[src/rtl/seq_signed_layer_mult.sv]
// seq_signed_layer_mult: iterative signed A x B multiplier.
// The multiplier B is consumed one two-bit "layer" per clock. Each layer forms the
// exact signed partial product a * {b_hi,b_lo}, which is shifted and accumulated.
// When approx_en is sampled high with the operands, the lowest APPROX_LAYERS layers
// are skipped. That is the same as zeroing the low 2*APPROX_LAYERS bits of b.
//
// Ports:
//   clk        rising-edge clock
//   rst        asynchronous active-high reset
//   in_valid   operand request
//   in_ready   block can accept operands (registered, high in IDLE)
//   a          signed multiplicand, WA bits
//   b          signed multiplier, WB bits
//   approx_en  sampled with operands; 1 skips the low APPROX_LAYERS layers
//   out_valid  product valid (registered)
//   out_ready  consumer accepts product
//   product    signed result, WA+WB bits, held stable while out_valid
//   busy       high while in RUN or DONE
module seq_signed_layer_mult #(
    parameter int unsigned WA            = 8,
    parameter int unsigned WB            = 8,
    parameter int unsigned APPROX_LAYERS = 1
) (
    input  logic              clk,
    input  logic              rst,
    input  logic              in_valid,
    output logic              in_ready,
    input  logic [WA-1:0]     a,
    input  logic [WB-1:0]     b,
    input  logic              approx_en,
    output logic              out_valid,
    input  logic              out_ready,
    output logic [WA+WB-1:0]  product,
    output logic              busy
);

    localparam int unsigned L  = WB / 2;
    localparam int unsigned WP = WA + WB;
    localparam int unsigned IW = (L > 1) ? $clog2(L) : 1;
    localparam int unsigned SW = $clog2(WB);
    localparam int unsigned WL = WA + 2;

    // Reject parameter sets the layer decomposition cannot represent.
    if ((WB % 2) != 0 || WB < 2 || WA < 2 || APPROX_LAYERS >= L) begin : g_param_check
        $error("seq_signed_layer_mult: illegal WA/WB/APPROX_LAYERS combination");
    end

    typedef enum logic [1:0] {
        ST_IDLE,
        ST_RUN,
        ST_DONE
    } state_t;

    state_t                  state, state_d;
    logic signed [WA-1:0]    a_q, a_d;
    logic        [WB-1:0]    b_q, b_d;
    logic        [IW-1:0]    idx, idx_d;
    logic signed [WP-1:0]    acc, acc_d;
    logic        [WP-1:0]    product_d;
    logic                    out_valid_d;
    logic                    in_ready_d;
    logic                    busy_d;

    logic                    last_layer;
    logic        [SW-1:0]    shamt;
    logic        [1:0]       pair_bits;
    logic signed [2:0]       pair;
    logic signed [WL-1:0]    a_ext;
    logic signed [WL-1:0]    pair_ext;
    logic signed [WL-1:0]    layer;
    logic signed [WP-1:0]    layer_sh;

    // Layer datapath: only the top layer treats its bit pair as signed (-2..1).
    always_comb begin
        last_layer = (idx == IW'(L - 1));
        shamt      = SW'({idx, 1'b0});
        pair_bits  = b_q[shamt +: 2];
        pair       = {last_layer ? pair_bits[1] : 1'b0, pair_bits};
        a_ext      = WL'(a_q);
        pair_ext   = WL'(pair);
        layer      = a_ext * pair_ext;
        layer_sh   = WP'(layer) <<< shamt;
    end

    // State and datapath registers.
    always_ff @(posedge clk or posedge rst) begin
        if (rst) begin
            state     <= ST_IDLE;
            a_q       <= '0;
            b_q       <= '0;
            idx       <= '0;
            acc       <= '0;
            product   <= '0;
            out_valid <= 1'b0;
            in_ready  <= 1'b1;
            busy      <= 1'b0;
        end else begin
            state     <= state_d;
            a_q       <= a_d;
            b_q       <= b_d;
            idx       <= idx_d;
            acc       <= acc_d;
            product   <= product_d;
            out_valid <= out_valid_d;
            in_ready  <= in_ready_d;
            busy      <= busy_d;
        end
    end

    // Next-state and next-output logic.
    always_comb begin
        state_d     = state;
        a_d         = a_q;
        b_d         = b_q;
        idx_d       = idx;
        acc_d       = acc;
        product_d   = product;
        out_valid_d = out_valid;
        in_ready_d  = in_ready;
        busy_d      = busy;

        case (state)
            ST_IDLE: begin
                in_ready_d = 1'b1;
                busy_d     = 1'b0;
                if (in_valid && in_ready) begin
                    a_d        = a;
                    b_d        = b;
                    idx_d      = approx_en ? IW'(APPROX_LAYERS) : '0;
                    acc_d      = '0;
                    in_ready_d = 1'b0;
                    busy_d     = 1'b1;
                    state_d    = ST_RUN;
                end
            end
            ST_RUN: begin
                acc_d = acc + layer_sh;
                idx_d = idx + IW'(1);
                if (last_layer) begin
                    product_d   = acc + layer_sh;
                    out_valid_d = 1'b1;
                    state_d     = ST_DONE;
                end
            end
            ST_DONE: begin
                if (out_ready) begin
                    out_valid_d = 1'b0;
                    in_ready_d  = 1'b1;
                    busy_d      = 1'b0;
                    state_d     = ST_IDLE;
                end
            end
            default: state_d = ST_IDLE;
        endcase
    end

endmodule

[config.mk]
export PLATFORM = sky130hd
export DESIGN_NAME = seq_signed_layer_mult
export DESIGN_NICKNAME = d
export VERILOG_FILES = /design/src/rtl/seq_signed_layer_mult.sv
export SDC_FILE = /design/constraint.sdc
export NUM_CORES = 1
export LEC_CHECK = 0
export ABC_AREA = 0
export CORE_AREA = 2 2 85 87
export DETAILED_ROUTE_END_ITERATION = 10
export DIE_AREA = 0 0 87 89
export HOLD_SLACK_MARGIN = 0.03
export PLACE_DENSITY_LB_ADDON = 0.1
export SYNTH_ARGS = -nofsm -noshare
export SYNTH_HDL_FRONTEND = slang
export SYNTH_SLANG_ARGS = --single-unit
[constraint.sdc]
create_clock -name clk -period 8.45 [get_ports clk]
set_clock_uncertainty 0.1 [all_clocks]
set_input_delay 1.2675 -clock clk [delete_from_list [all_inputs] [get_ports clk]]
set_output_delay 1.2675 -clock clk [all_outputs]
set_load 0.05 [all_outputs]
==> key figures <==
Clock network
  • CTS tree: done
  • Latest clock arrival within the worst-skew pair: 310 ps
  • CTS Sinks: 55
  • Max Root-Sink Buffers: 2
  • CTS H-tree depth: 2
  • Root Buffer: clkbuf_8
  • Clk slew on worst S/H paths: 110 ps
  • Resize count post-CTS: 0
  • Cts bufs inserted: 5
  • # hold bufs at CTS: 0
  • Postcts setup bufs: 0

Worst setup path
  • Critical-path cell list: mux4_2 -> nand2_4 -> or2_2 -> fa_1 -> fa_1 -> inv_1 -> ha_1 -> fa_1 -> a21oi_1 -> nor2_1 -> a2111oi_2 -> xnor3_1 -> a21oi_1 -> o21a_1 -> a21oi_1 -> ha_1 -> a21oi_1 -> o211ai_1 -> nand2_1 -> or4b_2 -> nand4_1 -> a21boi_1 -> mux2i_1
  • Slowest cell on crit path: dfrtp_1
  • Crit-path max cell delay: 850 ps
  • Delay-heaviest family, CP: adder cells
  • Critical path capture point type: register
  • CP arrival: 7120 ps
  • Worst path bufs/invs: 1
  • Max FO, Critical Path: 24
  • CP Class: register to register
  • Critical Path RT: 8590 ps
  • Top cell by count, worst path: a21oi_1
  • Startpoint class of the critical path: register

GRT
  • Most used routing layer: met2
  • Largest net degree at the start of global routing: 56
  • Met1 Usage GRT: 0.314
  • Vias in the first global route: 2,883
  • Aggregate global routing overflow: 0
  • Total Routing Usage GR: 0.217
  • Met2 Use GR: 0.339
  • Initial antenna violation count: 0
  • Met3 GRT Util: 0.0369
  • First-pass GRT wire length: 13,500 um

Floorplan
  • IO Pins: 40
  • Row cnt: 30
  • Initial core utilization: 0.558
  • Core area: 6720 sq um
  • Die Width: 87 um
  • Die footprint: 7740 sq um
  • Die Y: 89 um

Final layout
  • Nets@finish: 504
  • Diodes inserted: 0
  • Area growth from synthesis to layout: 14.8%
  • Fillers: 581
  • Fraction of layout cells with a size suffix above 1: 0.0562
  • Commonest non-fill, non-tap cell in the layout: nand2_1
  • Most frequent cells in the layout: nand2_1 (89), dfrtp_1 (54), o21ai_0 (43)
  • Area occupied by registers: 1380 sq um
  • Multi-input logic area: 2270 sq um
  • Design area: 4310 sq um

Timing
  • Relative slew slack: 0.293
  • Setup TNS: 0 ps
  • Unrepaired setup endpoints after global routing: false
  • Fmax: 0.143 GHz
  • Worst slew pin tran: 1060 ps
  • Final Cycle Share: 0.826
  • Final count of pins violating max slew: 0
  • Hold Violations, Final: 0
  • Crit path time final: 6980 ps
  • Finish-stage setup viols: 0

Place
  • Placed standard-cell area: 4190 sq um
  • Placer Congestion: 0.822
  • DP HPWL: 5740 um
  • I/O Buffers: 39

Job
  • Max-cap viol count: 0

Synth
  • Syn Std Cell Area: 3750 sq um
  • Primary FF master, synth: dfrtp_1
  • Syn Area/Cell: 9.10 sq um
  • Post-Syn Nets: 472
  • Post-synth EDFFs: 0
  • Async SR Flop Fraction: 1.00
  • Ys Warns: 0
  • Post-Syn Instances: 412
  • Top cell type's share of synthesized area: 0.360
  • Sequential area share after synthesis: 0.367
  • Synth area leaders: dfrtp_1 (36%), ha_1 (9.7%), nand2_1 (8.9%), o21ai_0 (5.7%), fa_1 (5.3%)
  • Netlist cell types: 45
  • Post-synth top area cell: dfrtp_1
  • Synth Register Bits: 55

Drt
  • Vias/cell: 5.55
  • DR vias: 2,913
  • WL/cell: 14.5 um
  • WL final: 7620 um
  • TritonRoute pass-1 iters: 4
  • Post-route ant nets: 0
  • Initial DRC Count: 176
  • DRC Markers: 0

Hold path
  • Tightest Hold Check Type: register to register

Run status
  • Status: finished, final reports clean
## per-layer routing
metal	vias to the layer above	wire, um
met3	14	271
met5	-	0
li1	1482	-
met2	64	3340
met4	0	142
met1	1353	3860
## tightest hold or removal path, stage by stage, from the launching register on
cell and delay (ps):
dfrtp_1 350, nand2_1 40, o21ai_0 60
## Yosys cell counts, types with 10 or more instances
cell,number
dfrtp_1,54
nor2_1,21
nand2_1,89
a21oi_1,23
nand3_1,19
ha_1,29
clkbuf_1,15
fa_1,10
xnor2_1,13
and2_1,13
o21ai_0,43
## kinds of logic after synthesis
group,share of synthesized area
buffers and inverters,0.0270
adder cells (fa/ha/maj),0.150
flip-flops,0.367
AO/OA/AOI/OAI,0.129
XOR/XNOR,0.0677
AND/OR/NAND/NOR,0.201
multiplexers,0.0577
## stage by stage
stage,hold WS (ps),setup slack (ps),utilization,instances
floorplan,347,2410,-,412
global placement,362,1840,0.623,517
detailed placement,369,1510,0.623,517
CTS,393,1490,0.641,525
global route,417,1050,0.641,525
finish,386,1470,0.641,525
## sequential cells by signal (all words and copies together) (netlist names)
register   flops
product       16
a_q            8
b_q            8
busy           1
acc           16
state          2
in_ready       1
idx            2
out_valid      1
## path summary, 6_finish.rpt
path / slack, ps / end / start / cells after the start
setup / recovery: 1470 / acc[15]$_DFFE_PP0P_ / idx[1]$_DFFE_PP0P_ / 23
hold / removal: 390 / product[11]$_DFFE_PP0P_ / product[11]$_DFFE_PP0P_ / 2
setup reg to reg: 1470 / acc[15]$_DFFE_PP0P_ / idx[1]$_DFFE_PP0P_ / 23
hold reg to reg: 390 / product[11]$_DFFE_PP0P_ / product[11]$_DFFE_PP0P_ / 2
max in group asynchronous: 6440 / a_q[3]$_DFFE_PP0P_ / rst / 3
min in group asynchronous: 1360 / product[6]$_DFFE_PP0P_ / rst / 3
## area by class of cell
class                      count  share of cell area
sequential                    55               0.320
multi-input combinational    332               0.528
tap                           80              0.0232
clock inverter                 3              0.0110
inverter                       9             0.00785
timing repair buffer          41              0.0942
clock buffer                   5              0.0160
Power is left out: the tool's default activity adds up to more than one toggle a clock period on the data nets, which glitch-free logic cannot reach.
